===== src/rtl/camera_control_pkg.sv =====
// Shared definitions for the camera frame buffer scheduler: queue markers, scheduler states
// and memory-side widths.
package camera_control_pkg;

  localparam int unsigned Q_WORD_W   = 17;
  localparam int unsigned Q_COUNT_W  = 10;
  localparam int unsigned MEM_DATA_W = 16;

  localparam logic [Q_WORD_W-1:0] Q_FRAME_START = 17'h10000;
  localparam logic [Q_WORD_W-1:0] Q_ROW_START   = 17'h10001;
  localparam logic [Q_WORD_W-1:0] Q_FRAME_END   = 17'h1FFFF;

  typedef enum logic [2:0] {
    ST_IDLE    = 3'd0,
    ST_PARSE   = 3'd1,
    ST_WR_CMD  = 3'd2,
    ST_WR_DATA = 3'd3,
    ST_WR_WAIT = 3'd4,
    ST_RD_CMD  = 3'd5,
    ST_RD_WAIT = 3'd6
  } state_t;

endpackage


===== src/rtl/burst_addr_gen.sv =====
// Write address generator: tracks the pixel write pointer, the current row base and whether
// a row has been started in this frame.
module burst_addr_gen
  import camera_control_pkg::*;
#(
  parameter int unsigned FRAME_WIDTH = 640,
  parameter int unsigned BURST_LEN   = 32,
  parameter int unsigned PTR_WIDTH   = 20
) (
  input  logic                 clk,
  input  logic                 rst,
  input  logic                 frame_start,
  input  logic                 row_start,
  input  logic                 burst_done,
  output logic [PTR_WIDTH-1:0] wr_addr
);

  localparam logic [PTR_WIDTH-1:0] ROW_INC   = PTR_WIDTH'(FRAME_WIDTH);
  localparam logic [PTR_WIDTH-1:0] BURST_INC = PTR_WIDTH'(BURST_LEN);

  logic [PTR_WIDTH-1:0] wr_ptr;
  logic [PTR_WIDTH-1:0] row_base;
  logic [PTR_WIDTH-1:0] row_base_next;
  logic                 row_seen;

  // The first row of a frame starts at the current base; later rows advance by one row.
  always_comb begin
    row_base_next = row_seen ? row_base + ROW_INC : row_base;
  end

  always_ff @(posedge clk or posedge rst) begin
    if (rst) begin
      wr_ptr   <= '0;
      row_base <= '0;
      row_seen <= 1'b0;
    end else if (frame_start) begin
      wr_ptr   <= '0;
      row_base <= '0;
      row_seen <= 1'b0;
    end else if (row_start) begin
      row_base <= row_base_next;
      wr_ptr   <= row_base_next;
      row_seen <= 1'b1;
    end else if (burst_done) begin
      wr_ptr <= wr_ptr + BURST_INC;
    end
  end

  assign wr_addr = wr_ptr;

endmodule


===== src/rtl/frame_buffer_scheduler.sv =====
// Camera queue to SDRAM scheduler with double-buffered frame store and display read arbitration.
// Optional statistics counters are enabled by defining FRAME_SCHED_STATS_EN.
module frame_buffer_scheduler
  import camera_control_pkg::*;
#(
  parameter int unsigned FRAME_WIDTH  = 640,
  parameter int unsigned FRAME_HEIGHT = 480,
  parameter int unsigned BURST_LEN    = 32,
  parameter int unsigned ADDR_WIDTH   = 21,
  parameter int unsigned WQ_HIGH      = 384
) (
  input  logic                    MemClk,
  input  logic                    RST,
  input  logic [Q_WORD_W-1:0]     wq_data,
  input  logic                    wq_empty,
  input  logic [Q_COUNT_W-1:0]    wq_count,
  output logic                    wq_rd_en,
  input  logic                    rd_req,
  input  logic [ADDR_WIDTH-2:0]   rd_addr,
  output logic                    rd_grant,
  output logic                    rd_done,
  output logic                    mem_cmd_valid,
  input  logic                    mem_cmd_ready,
  output logic                    mem_cmd_write,
  output logic [ADDR_WIDTH-1:0]   mem_cmd_addr,
  output logic [MEM_DATA_W-1:0]   mem_wr_data,
  output logic                    mem_wr_valid,
  input  logic                    mem_wr_ready,
  input  logic                    mem_burst_done,
  output logic                    frame_bank,
  output logic                    frame_done
`ifdef FRAME_SCHED_STATS_EN
  ,
  output logic [15:0]             stat_frames,
  output logic [15:0]             stat_bursts_wr
`endif
);

  localparam int unsigned BEAT_W = $clog2(BURST_LEN + 1);
  localparam logic [BEAT_W-1:0]    BEAT_LAST = BEAT_W'(BURST_LEN - 1);
  localparam logic [Q_COUNT_W-1:0] BURST_CNT = Q_COUNT_W'(BURST_LEN);
  localparam logic [Q_COUNT_W-1:0] HIGH_CNT  = Q_COUNT_W'(WQ_HIGH);

  if ((FRAME_WIDTH % BURST_LEN) != 0) begin : g_width_check
    $error("FRAME_WIDTH must be a multiple of BURST_LEN");
  end

  state_t              state, state_next;
  logic                last_rd, last_rd_next;
  logic [BEAT_W-1:0]   beat;
  logic [ADDR_WIDTH-2:0] wr_addr;
  logic                is_marker, w_ready, r_ready;
  logic                in_parse, word_accept, burst_last;
  logic                ev_frame_start, ev_row_start;

  assign is_marker   = !wq_empty && wq_data[16];
  assign w_ready     = !wq_empty && !wq_data[16] && (wq_count >= BURST_CNT);
  assign r_ready     = rd_req;
  assign in_parse    = (state == ST_PARSE);
  assign word_accept = (state == ST_WR_DATA) && mem_wr_ready;
  assign burst_last  = word_accept && (beat == BEAT_LAST);

  assign ev_frame_start = in_parse && (wq_data == Q_FRAME_START);
  assign ev_row_start   = in_parse && (wq_data == Q_ROW_START);

  always_comb begin
    state_next   = state;
    last_rd_next = last_rd;
    unique case (state)
      ST_IDLE: begin
        if (is_marker) begin
          state_next = ST_PARSE;
        // A write wins when alone, above the watermark, or when the read won the last pick.
        end else if (w_ready && (!r_ready || (wq_count >= HIGH_CNT) || last_rd)) begin
          state_next   = ST_WR_CMD;
          last_rd_next = 1'b0;
        end else if (r_ready) begin
          state_next   = ST_RD_CMD;
          last_rd_next = 1'b1;
        end
      end
      ST_PARSE:   state_next = ST_IDLE;
      ST_WR_CMD:  if (mem_cmd_ready) state_next = ST_WR_DATA;
      ST_WR_DATA: if (burst_last) state_next = ST_WR_WAIT;
      ST_WR_WAIT: if (mem_burst_done) state_next = ST_IDLE;
      ST_RD_CMD:  if (mem_cmd_ready) state_next = ST_RD_WAIT;
      ST_RD_WAIT: if (mem_burst_done) state_next = ST_IDLE;
      default:    state_next = ST_IDLE;
    endcase
  end

  always_ff @(posedge MemClk or posedge RST) begin
    if (RST) begin
      state      <= ST_IDLE;
      last_rd    <= 1'b0;
      beat       <= '0;
      frame_bank <= 1'b0;
    end else begin
      state   <= state_next;
      last_rd <= last_rd_next;
      if (word_accept) beat <= burst_last ? '0 : beat + 1'b1;
      if (frame_done) frame_bank <= ~frame_bank;
    end
  end

  burst_addr_gen #(
    .FRAME_WIDTH (FRAME_WIDTH),
    .BURST_LEN   (BURST_LEN),
    .PTR_WIDTH   (ADDR_WIDTH - 1)
  ) u_addr_gen (
    .clk         (MemClk),
    .rst         (RST),
    .frame_start (ev_frame_start),
    .row_start   (ev_row_start),
    .burst_done  (burst_last),
    .wr_addr     (wr_addr)
  );

  always_comb begin
    mem_cmd_addr = '0;
    if (state == ST_WR_CMD) mem_cmd_addr = {frame_bank, wr_addr};
    else if (state == ST_RD_CMD) mem_cmd_addr = {~frame_bank, rd_addr};
  end

  assign wq_rd_en      = in_parse || word_accept;
  assign frame_done    = in_parse && (wq_data == Q_FRAME_END);
  assign mem_cmd_valid = (state == ST_WR_CMD) || (state == ST_RD_CMD);
  assign mem_cmd_write = (state == ST_WR_CMD);
  assign mem_wr_valid  = (state == ST_WR_DATA);
  assign mem_wr_data   = mem_wr_valid ? wq_data[15:0] : '0;
  assign rd_grant      = (state == ST_RD_CMD) && mem_cmd_ready;
  assign rd_done       = (state == ST_RD_WAIT) && mem_burst_done;

`ifdef FRAME_SCHED_STATS_EN
  always_ff @(posedge MemClk or posedge RST) begin
    if (RST) begin
      stat_frames    <= '0;
      stat_bursts_wr <= '0;
    end else begin
      if (frame_done) stat_frames <= stat_frames + 16'd1;
      if ((state == ST_WR_WAIT) && mem_burst_done) stat_bursts_wr <= stat_bursts_wr + 16'd1;
    end
  end
`endif

endmodule


===== config.mk =====
export PLATFORM = sky130hd
export DESIGN_NAME = frame_buffer_scheduler
export DESIGN_NICKNAME = d
export VERILOG_FILES = /design/src/rtl/camera_control_pkg.sv /design/src/rtl/burst_addr_gen.sv /design/src/rtl/frame_buffer_scheduler.sv
export SDC_FILE = /design/constraint.sdc
export NUM_CORES = 1
export LEC_CHECK = 0
export BUFFER_PORTS_ARGS = -buffer_cell sky130_fd_sc_hd__buf_4
export CAP_MARGIN = 20
export CORE_UTILIZATION = 50
export DETAILED_ROUTE_END_ITERATION = 10
export HOLD_SLACK_MARGIN = 0.12
export PLACE_DENSITY = 0.8
export SLEW_MARGIN = 20
export SYNTH_ARGS = -nofsm -noshare
export SYNTH_HDL_FRONTEND = slang
export SYNTH_SLANG_ARGS = --single-unit

===== constraint.sdc =====
create_clock -name MemClk -period 2.1 [get_ports MemClk]
set_input_delay 0.42 -clock MemClk [delete_from_list [all_inputs] [get_ports MemClk]]
set_output_delay 0.42 -clock MemClk [all_outputs]
set_load 0.02 [all_outputs]

==> impl_metrics.json <==
{
  "status": "finished, final reports clean",
  "tightest_slew_ns": 0.519,
  "gr-total-overflow": 0,
  "pwr-share-seq_pct": 37.3,
  "synth_edf_count": 0,
  "arrival_ns": 1.67,
  "insertedDiodeCount": 0,
  "ys_warn_count": 0,
  "hp-class": "in -> async",
  "post-route-period-util_pct": 99.8,
  "wl_microns": 7460,
  "p_comb_share_pct": 41.6,
  "netlist_instances": 341,
  "p_per_area_mw_per_mm2": 676,
  "final_cell_mix": "buf_4, nand2_1, dfrtp_1, a22o_1, o21ai_0",
  "placed_area_sq_mm": 0.00361,
  "synth-async-reset-ratio_pct": 100,
  "p_leak_nw": 1.84,
  "grt_pass1_wl_microns": 12300,
  "synthesis.nets": 398,
  "detailed_place_hpwl_microns": 5540,
  "hold_ws_ns": 0.244,
  "skew_ns": 0.0109,
  "cp.required_ns": 1.68,
  "drive_gt1_share_pct": 30.7,
  "cts_buffer_depth": 2,
  "ctsHoldBuffers": 0,
  "synth_fa_ha_area_share_pct": 1.34,
  "total_power_w": 0.00258,
  "grt_max_degree": 42,
  "rr_endpoint": "u_addr_gen.wr_addr[13]$_DFFE_PP0P_",
  "drcViolationCount": 0,
  "dieArea_sq_mm": 0.00590,
  "cp-end-kind": "output port",
  "multi_input_area_sq_mm": 0.00169,
  "power_frac_clock_pct": 21.1,
  "setup-tns-final_ns": 0,
  "grt_pass1_vias": 2799,
  "die_w_microns": 76.8,
  "portBuffers": 93,
  "synth-xor-area-share_pct": 6.26,
  "regToRegSetupSlack_ns": 0.13,
  "p_sw_share_pct": 36.2,
  "rr_startpoint": "state[2]$_DFFE_PP0P_",
  "coreArea_sq_mm": 0.00524,
  "syn_avg_cell_area_sq_um": 8.20,
  "cts_buffers": 5,
  "synthMuxAreaShare_pct": 0.403,
  "fmax_mhz": 477,
  "syn_to_final_growth_pct": 36.5,
  "slew_viol_final": 0,
  "h-tree-depth": 2,
  "wire_per_inst_microns": 14.6,
  "rows": 26,
  "synth-main-ff-cell": "dfrtp_1",
  "clkTransAtPathRegs_ns": 0.08,
  "yosysSeqAreaShare_pct": 36.7,
  "start_util_pct": 53.4,
  "min_period_ns": 2.09,
  "ir_drop_mv": 0.526,
  "routabilityCongestion": 0.851,
  "clock_sinks": 41,
  "cts-root-buf": "clkbuf_8",
  "rsz0062_at_grt": "yes",
  "design_area_sq_mm": 0.00382,
  "internal_power_w": 0.00165,
  "synth_top_family_by_area": "simple AND/OR/NAND/NOR gates",
  "viasPerCell": 5.87,
  "p_switching_w": 0.000934,
  "n_fill_cell": 398,
  "hold_violations": 0,
  "layout_commonest_cell": "buf_4",
  "layout.area.seq_sq_mm": 0.00103,
  "synthSimpleGateAreaFrac_pct": 30.2,
  "die_y_microns": 76.8,
  "syn_area_sq_mm": 0.00280,
  "cp_max_fo": 2,
  "crit_type": "reg -> out",
  "pin_count": 99,
  "vias": 2996,
  "drv_cap": 0,
  "antenna_found_initial": 0,
  "max_slew_margin_pct": 65.4,
  "grt_use_total_pct": 25.7,
  "synth_compound_area_share_pct": 20.8,
  "ys_types": 46,
  "synth.ff_latch_count": 41,
  "ff2ff_path_depth": 6,
  "fin_util_pct": 72.9,
  "clock_latency_ns": 0.30,
  "cp-start-kind": "flip-flop",
  "fin_nets": 496,
  "drt_first_pass_iters": 4,
  "drt_iter0_markers": 174,
  "ant_nets": 0,
  "cts_tree": "yes",
  "setup-violations-final": 0
}
## cell usage after synthesis, types with 11 or more instances
cell type / count / share of area, %
nand2_1: 51 / 6.8
nor2_1: 11 / 1.5
and2_1: 19 / 4.2
dfrtp_1: 41 / 37
o21ai_0: 20 / 3.6
a21oi_1: 19 / 3.4
nand4_1: 15 / 3.4
clkbuf_1: 14 / 1.9
nand3_1: 14 / 2.5
a22o_1: 24 / 7.5
## power groups by stage
stage	logic, W	registers [W]	clock network (W)
after CTS	0.00102	0.000956	0.000553
after global placement	0.000970	0.000969	0
after detailed placement	0.000993	0.000970	0
after global routing	0.00116	0.000979	0.000589
final	0.00107	0.000965	0.000545
after floorplan	0.000610	0.000942	0
## layout make-up
class                   count  area share, %
clock buffers               6           2.16
clock inverters             2          0.360
inverters                  10           1.08
multi-input cells         270           44.4
flip-flops and latches     41           26.9
well taps                  70           2.29
repair buffers            111           22.8
## kinds of logic after synthesis
kind of cell / after synthesis
simple gates: 158
compound gates: 88
flops: 41
buf+inv: 30
xor+xnor: 20
fa+ha+maj: 3
mux: 1
## critical path: stages, from the launching register on
cell and delay (ns):
dfrtp_1 0.39, nand4bb_4 0.24, or3_4 0.35, nor3_4 0.25, buf_6 0.15
## what timing repair did
item | CTS | global route
setup endpoints to repair | 14 | 34
hold endpoints to repair | 0 | 0
resized for setup | 2 | 17
pin swaps | 1 | 4
buffers inserted | 2 | 2
## per-stage QoR
stage,std cells,setup WS (ns)
floorplan,341,0.0578
global placement,498,0.107
detailed placement,498,0.0686
CTS,508,-0.0452
global route,510,-0.0259
finish,510,0.00501
## how the worst max path moves through the flow
stage / slack, ns / to / from
finish: 0.005 / frame_done / state[2]$_DFFE_PP0P_
detailed placement: 0.07 / u_addr_gen.row_base[9]$_DFFE_PP0N_ / wq_data[9]
global placement: 0.11 / u_addr_gen.wr_addr[10]$_DFFE_PP0P_ / wq_data[9]
floorplan: 0.06 / mem_cmd_addr[20] / state[1]$_DFFE_PP0P_
global route: -0.03 / mem_cmd_addr[20] / state[1]$_DFFE_PP0P_
CTS: -0.05 / mem_cmd_addr[20] / state[1]$_DFFE_PP0P_
## registers in the layout, indices dropped and copies added, names as in the netlist
name and cells:
beat 6, frame_bank 1, last_rd 1, state 3, u_addr_gen.row_base 13, u_addr_gen.row_seen 1
u_addr_gen.wr_addr 16
## per-layer routing
| metal | global-route usage, % | up-vias | part of all wire (%) |
|---|---|---|---|
| li1 | - | 1438 | - |
| met1 | 32.4 | 1417 | 43 |
| met2 | 45.2 | 134 | 48 |
| met3 | 4.52 | 7 | 7.3 |
| met4 | 6.15 | 0 | 1.2 |
| met5 | 0 | - | 0 |
Power figures use the tool's default switching activity.
